==> src/rtl/mul_pkg.sv <==
// Shared types and constants for the EX-stage multiply issue controller.
package mul_pkg;

  localparam int XLEN            = 32;
  localparam int REG_AW          = 5;
  localparam int MUL_LATENCY_DEF = 2;
  // Wide enough for the largest legal latency (15).
  localparam int CNT_W           = 4;

  typedef enum logic [1:0] {
    ST_IDLE = 2'd0,
    ST_BUSY = 2'd1,
    ST_DONE = 2'd2
  } mul_state_e;

  typedef struct packed {
    logic [XLEN-1:0]   a;
    logic [XLEN-1:0]   b;
    logic [REG_AW-1:0] rd;
  } mul_req_t;

endpackage

==> src/rtl/mul_issue_ctrl_if.sv <==
// Issue, multiplier and writeback signals of the multiply issue controller.
interface mul_issue_ctrl_if;
  import mul_pkg::*;

  logic              issue_valid;
  logic [XLEN-1:0]   issue_a;
  logic [XLEN-1:0]   issue_b;
  logic [REG_AW-1:0] issue_rd;
  logic              flush;
  logic              issue_ready;
  logic              stall;
  logic [XLEN-1:0]   mul_a;
  logic [XLEN-1:0]   mul_b;
  logic [XLEN-1:0]   mul_res;
  logic              wb_valid;
  logic [REG_AW-1:0] wb_rd;
  logic [XLEN-1:0]   wb_data;

  modport slave (
    input  issue_valid, issue_a, issue_b, issue_rd, flush, mul_res,
    output issue_ready, stall, mul_a, mul_b, wb_valid, wb_rd, wb_data
  );

  modport master (
    output issue_valid, issue_a, issue_b, issue_rd, flush, mul_res,
    input  issue_ready, stall, mul_a, mul_b, wb_valid, wb_rd, wb_data
  );

endinterface

==> src/rtl/mul_op_cache.sv <==
// Last completed (a, b, product) triple; hit when both operands match a valid entry.
module mul_op_cache
  import mul_pkg::*;
(
  input  logic            clk,
  input  logic            rst_n,
  input  logic            load,
  input  logic [XLEN-1:0] load_a,
  input  logic [XLEN-1:0] load_b,
  input  logic [XLEN-1:0] load_p,
  input  logic [XLEN-1:0] chk_a,
  input  logic [XLEN-1:0] chk_b,
  output logic            hit,
  output logic [XLEN-1:0] prod
);

  logic            c_vld;
  logic [XLEN-1:0] c_a, c_b, c_p;

  // Only reset clears the valid bit; flush leaves the entry usable.
  always_ff @(posedge clk or negedge rst_n) begin
    if (!rst_n) begin
      c_vld <= 1'b0;
      c_a   <= '0;
      c_b   <= '0;
      c_p   <= '0;
    end else if (load) begin
      c_vld <= 1'b1;
      c_a   <= load_a;
      c_b   <= load_b;
      c_p   <= load_p;
    end
  end

  assign hit  = c_vld & (c_a == chk_a) & (c_b == chk_b);
  assign prod = c_p;

endmodule

==> src/rtl/mul_issue_ctrl.sv <==
// Multiply issue controller: holds operands on the multiplier, stalls for MUL_LATENCY
// edges, then strobes the product to writeback. Optional operand cache: MUL_OPCACHE_EN.
module mul_issue_ctrl
  import mul_pkg::*;
#(
  parameter int MUL_LATENCY = MUL_LATENCY_DEF
) (
  input logic        CLK,
  input logic        RSTn,
  mul_issue_ctrl_if.slave bus
);

  localparam logic [CNT_W-1:0] LAT = CNT_W'(MUL_LATENCY);

  mul_state_e        state, state_nxt;
  logic [CNT_W-1:0]  cnt;
  mul_req_t          req_q;
  logic [XLEN-1:0]   wb_data_q;
  logic [REG_AW-1:0] wb_rd_q;
  logic              busy, accept, capture, hit;
  logic [XLEN-1:0]   cache_p;

  assign busy    = (state == ST_BUSY);
  assign accept  = bus.issue_valid & ~busy & ~bus.flush;
  assign capture = busy & (cnt == CNT_W'(1)) & ~bus.flush;

`ifdef MUL_OPCACHE_EN
  mul_op_cache u_cache (
    .clk    (CLK),
    .rst_n  (RSTn),
    .load   (capture),
    .load_a (req_q.a),
    .load_b (req_q.b),
    .load_p (bus.mul_res),
    .chk_a  (bus.issue_a),
    .chk_b  (bus.issue_b),
    .hit    (hit),
    .prod   (cache_p)
  );
`else
  assign hit     = 1'b0;
  assign cache_p = '0;
`endif

  always_comb begin
    state_nxt = state;
    case (state)
      ST_BUSY: begin
        if (bus.flush)                  state_nxt = ST_IDLE;
        else if (cnt == CNT_W'(1))      state_nxt = ST_DONE;
      end
      default: begin
        // DONE overlaps the next accept, so IDLE and DONE share this path.
        if (accept) state_nxt = hit ? ST_DONE : ST_BUSY;
        else        state_nxt = ST_IDLE;
      end
    endcase
  end

  always_ff @(posedge CLK or negedge RSTn) begin
    if (!RSTn) begin
      state     <= ST_IDLE;
      cnt       <= '0;
      req_q     <= '0;
      wb_data_q <= '0;
      wb_rd_q   <= '0;
    end else begin
      state <= state_nxt;
      if (accept && !hit) begin
        cnt      <= LAT;
        req_q.a  <= bus.issue_a;
        req_q.b  <= bus.issue_b;
        req_q.rd <= bus.issue_rd;
      end else if (busy) begin
        cnt <= bus.flush ? '0 : cnt - CNT_W'(1);
      end
      if (capture) begin
        wb_data_q <= bus.mul_res;
        wb_rd_q   <= req_q.rd;
      end else if (accept && hit) begin
        wb_data_q <= cache_p;
        wb_rd_q   <= bus.issue_rd;
      end
    end
  end

  // Operands only move on a real (non-cached) accept, keeping the multiplier quiet.
  assign bus.mul_a       = req_q.a;
  assign bus.mul_b       = req_q.b;
  assign bus.issue_ready = ~busy;
  assign bus.stall       = busy | (bus.issue_valid & ~busy & ~hit);
  assign bus.wb_valid    = (state == ST_DONE);
  assign bus.wb_rd       = wb_rd_q;
  assign bus.wb_data     = wb_data_q;

endmodule
==> src/flat_wrapper.sv <==
// flat-port wrapper written by rule: the top's interface ports become plain ports
module mul_issue_ctrl_flat import mul_pkg::*;
#(
  parameter int MUL_LATENCY = MUL_LATENCY_DEF
)
  (CLK, RSTn, bus_issue_valid, bus_issue_a, bus_issue_b, bus_issue_rd, bus_flush, bus_mul_res, bus_issue_ready, bus_stall, bus_mul_a, bus_mul_b, bus_wb_valid, bus_wb_rd, bus_wb_data);
  mul_issue_ctrl_if bus_i ();
  input logic CLK;
  input logic RSTn;
  input wire logic [$bits(bus_i.issue_valid)-1:0] bus_issue_valid;
  input wire logic [$bits(bus_i.issue_a)-1:0] bus_issue_a;
  input wire logic [$bits(bus_i.issue_b)-1:0] bus_issue_b;
  input wire logic [$bits(bus_i.issue_rd)-1:0] bus_issue_rd;
  input wire logic [$bits(bus_i.flush)-1:0] bus_flush;
  input wire logic [$bits(bus_i.mul_res)-1:0] bus_mul_res;
  output wire logic [$bits(bus_i.issue_ready)-1:0] bus_issue_ready;
  output wire logic [$bits(bus_i.stall)-1:0] bus_stall;
  output wire logic [$bits(bus_i.mul_a)-1:0] bus_mul_a;
  output wire logic [$bits(bus_i.mul_b)-1:0] bus_mul_b;
  output wire logic [$bits(bus_i.wb_valid)-1:0] bus_wb_valid;
  output wire logic [$bits(bus_i.wb_rd)-1:0] bus_wb_rd;
  output wire logic [$bits(bus_i.wb_data)-1:0] bus_wb_data;
  assign bus_i.issue_valid = bus_issue_valid;
  assign bus_i.issue_a = bus_issue_a;
  assign bus_i.issue_b = bus_issue_b;
  assign bus_i.issue_rd = bus_issue_rd;
  assign bus_i.flush = bus_flush;
  assign bus_i.mul_res = bus_mul_res;
  assign bus_issue_ready = bus_i.issue_ready;
  assign bus_stall = bus_i.stall;
  assign bus_mul_a = bus_i.mul_a;
  assign bus_mul_b = bus_i.mul_b;
  assign bus_wb_valid = bus_i.wb_valid;
  assign bus_wb_rd = bus_i.wb_rd;
  assign bus_wb_data = bus_i.wb_data;
  mul_issue_ctrl #(.MUL_LATENCY(MUL_LATENCY)) u_core (.CLK(CLK), .RSTn(RSTn), .bus(bus_i));
endmodule
==> config.mk <==
export PLATFORM = sky130hd
export DESIGN_NAME = mul_issue_ctrl_flat
export DESIGN_NICKNAME = d
export VERILOG_FILES = /design/src/rtl/mul_pkg.sv /design/src/rtl/mul_issue_ctrl_if.sv /design/src/rtl/mul_op_cache.sv /design/src/rtl/mul_issue_ctrl.sv /design/src/flat_wrapper.sv
export SDC_FILE = /design/constraint.sdc
export NUM_CORES = 1
export LEC_CHECK = 0
export ABC_AREA = 1
export CORE_MARGIN = 3
export CORE_UTILIZATION = 46
export CTS_CLUSTER_DIAMETER = 40
export DETAILED_ROUTE_END_ITERATION = 8
export PLACE_DENSITY_LB_ADDON = 0.08
export SYNTH_ARGS = -nofsm -noshare
export SYNTH_HDL_FRONTEND = slang
export SYNTH_SLANG_ARGS = --single-unit
==> constraint.sdc <==
create_clock -name CLK -period 2.72 [get_ports CLK]
set_input_delay 0.544 -clock CLK [delete_from_list [all_inputs] [get_ports CLK]]
set_output_delay 0.544 -clock CLK [all_outputs]
set_load 0.005 [all_outputs]
==> run_results.csv <==
group,metric,value,unit
run_status,status,"finished clean",
detailed_routing,ant_nets,0,
detailed_routing,first_pass_iters,4,
logic_synthesis,syn-num-nets,665,
logic_synthesis,ys_types,17,
worst_setup_path,worstSetupPathType,"input port to output port",
detailed_routing,via_count,3853,
logic_synthesis,synthMuxAreaShare,0,
floorplan,design.core.area,10500,µm²
logic_synthesis,synthAdderAreaFrac,0.00500,
placed_design,dp_hpwl,8.25,mm
detailed_routing,route.met2.wl,5.37,mm
grt,grt_pass1_vias,3741,
grt,grt.overflow.total,0,
clock_network,cts_sinks,112,
layout,final_cell_mix,"207 x clkdlybuf4s50_1, 156 x nand2_1, 112 x dfrtp_1",
detailed_routing,top_layer,"met4",
grt,grt_max_degree,92,
layout,area_growth,37.2,%
logic_synthesis,synth_area,5000,µm²
timing,fin_crit_sh,0.814,
hold_path,min_path_type,"input port to async pin",
logic_synthesis,ys_warn_count,0,
clock_network,postCtsHoldBufs,0,
power_and_ir_drop,powerDensity,797,nW/µm²
floorplan,rows,37,
grt,antenna_found_initial,0,
logic_synthesis,syn_avg_cell_area,8.97,µm²
timing,setup_tns,0,ps
clock_network,worstSkewPairLatency,360,ps
detailed_routing,drt-initial-drc-count,209,
layout,num-fill-cells,908,
logic_synthesis,synth_compound_area_frac,0.0700,
clock_network,cts_buffers,9,
power_and_ir_drop,leakage,3.43,nW
worst_setup_path,crit_fanout,2,
logic_synthesis,synth_top_family_by_area,"buffers and inverters",
grt,grt.total_usage,0.187,
logic_synthesis,synth-seq-area-share,0.560,
timing,timing.fmax,451,MHz
logic_synthesis,synth_xor_area_frac,0.00175,
timing,tightest_slew,419,ps
logic_synthesis,synth_cells,558,
layout,fin_util,0.656,
detailed_routing,avgViaCountPerCell,4.62,
timing,slew_headroom,0.720,
detailed_routing,drc,0,
grt,grt_pass1_wl,17.8,mm
logic_synthesis,synthSimpleGateAreaFrac,0.169,
placed_design,dp.cells,818,
clock_network,post_cts_buffers,0,
clock_network,cts_resized,0,
detailed_routing,wl_met1,4.55,mm
floorplan,fp.dieW,110,µm
placed_design,numPortBuffers,208,
placed_design,gp_congestion,0.726,
clock_network,cts_max_path_buffers,2,
timing,skew,10.4,ps
worst_setup_path,crit_start,"bus_issue_valid",
clock_network,clk_pin_slew,100,ps
timing,setup_viol,0,
clock_network,htree_levels,3,
worst_setup_path,r2r-start,"u_core.cnt[1]",
power_and_ir_drop,peakVddDrop,0.443,mV
timing,fin_crit,2220,ps
clock_network,root_buffer,"clkbuf_8",
detailed_routing,wl_met3,906,µm
timing,rsz0062_at_grt,"false",
layout,diodes,0,
layout,instances_no_fill,834,
run,cap_violations,0,
floorplan,ios,209,
clock_network,cts_tree,"built",
layout,final_common_cell,"clkdlybuf4s50_1",
detailed_routing,wl,11.2,mm
logic_synthesis,ys_ff_latch,112,
layout,drive_above_1_share,0.0430,
floorplan,initial_core_util,0.478,
worst_setup_path,cp-start-kind,"input port",
timing,hold_viol,0,
worst_setup_path,worstSetupEndpointType,"output port",
floorplan,fp.dieH,110,µm
worst_setup_path,arrival,1670,ps
timing,final_max_slew_viol_count,0,
worst_setup_path,required,2180,ps
floorplan,die_area,12200,µm²
layout,nets,800,
detailed_routing,wl_per_cell,13.4,µm
==> stage by stage <==
stage	setup WS [ps]	area (µm²)	total power, mW	hold WS, ps
2_1_floorplan	1460	5000	3.50	248
6_report	505	6870	5.47	102
3_5_place_dp	496	6670	4.56	457
3_3_place_gp	492	6670	4.50	454
4_1_cts	496	6870	5.56	91.9
5_1_grt	440	6870	5.88	98.2
==> worst max-delay path: stages <==
cell,delay (ps)
clkdlybuf4s50_1,520
inv_1,50
nand2_1,60
clkdlybuf4s50_1,490
==> power by group <==
part,total (mW),internal [mW],switching [mW]
clock network,0.974,0.432,0.542
registers,2.50,2.20,0.297
logic,2.00,1.22,0.781
total,5.47,3.85,1.62
==> per-layer routing <==
layer | vias up | track usage
met4 | 0 | 0.0765
met1 | 1782 | 0.238
li1 | 1907 | -
met2 | 137 | 0.301
met5 | - | 0
met3 | 27 | 0.0542
==> sequential cells by signal (all words and copies together), names as in the netlist <==
signal,count
u_core.req_q,5
u_core.bus.wb_data,32
u_core.bus.wb_rd,5
u_core.state,2
u_core.bus.mul_b,32
u_core.cnt,4
u_core.bus.mul_a,32
==> cell type report <==
cell class / count / area, µm² / area share
well taps: 136 / 170 / 0.0248
clock buffers: 10 / 128 / 0.0186
inverters: 77 / 289 / 0.0421
flip-flops and latches: 112 / 2800 / 0.408
clock inverters: 6 / 68.8 / 0.0100
multi-input cells: 278 / 1240 / 0.180
repair buffers: 215 / 2170 / 0.316
==> cell families after synthesis <==
logic type / Yosys count
AO/OA/AOI/OAI: 70
XOR/XNOR: 1
adder cells (fa/ha/maj): 2
buffers and inverters: 168
flip-flops: 112
AND/OR/NAND/NOR: 205
==> cell usage after synthesis <==
cell type	n	area (µm²)
nand3_2	1	10.0
nand2_4	1	11.3
inv_1	74	278
inv_2	3	11.3
o21ai_1	10	50.1
buf_2	6	30.0
clkbuf_1	7	26.3
xor2_1	1	8.76
o21ai_0	60	300
buf_6	11	124
buf_4	67	503
nor2_4	1	11.3
nand3_1	43	215
ha_1	2	25.0
nor2_1	3	11.3
dfrtp_1	112	2800
nand2_1	156	586
==> final timing paths <==
| path | end | slack (ps) | cells past startpoint |
|---|---|---|---|
| min reg2reg | u_core.bus.wb_data[11] | 470 | 2 |
| min | u_core.bus.mul_b[10] | 100 | 1 |
| max reg2reg | u_core.bus.wb_data[9] | 940 | 9 |
| max | bus_stall | 500 | 4 |
| min in group CLK | u_core.bus.wb_data[11] | 470 | 2 |
| max in group asynchronous | u_core.bus.wb_data[31] | 1920 | 2 |
Note: power is estimated with default switching activity, not from simulation.
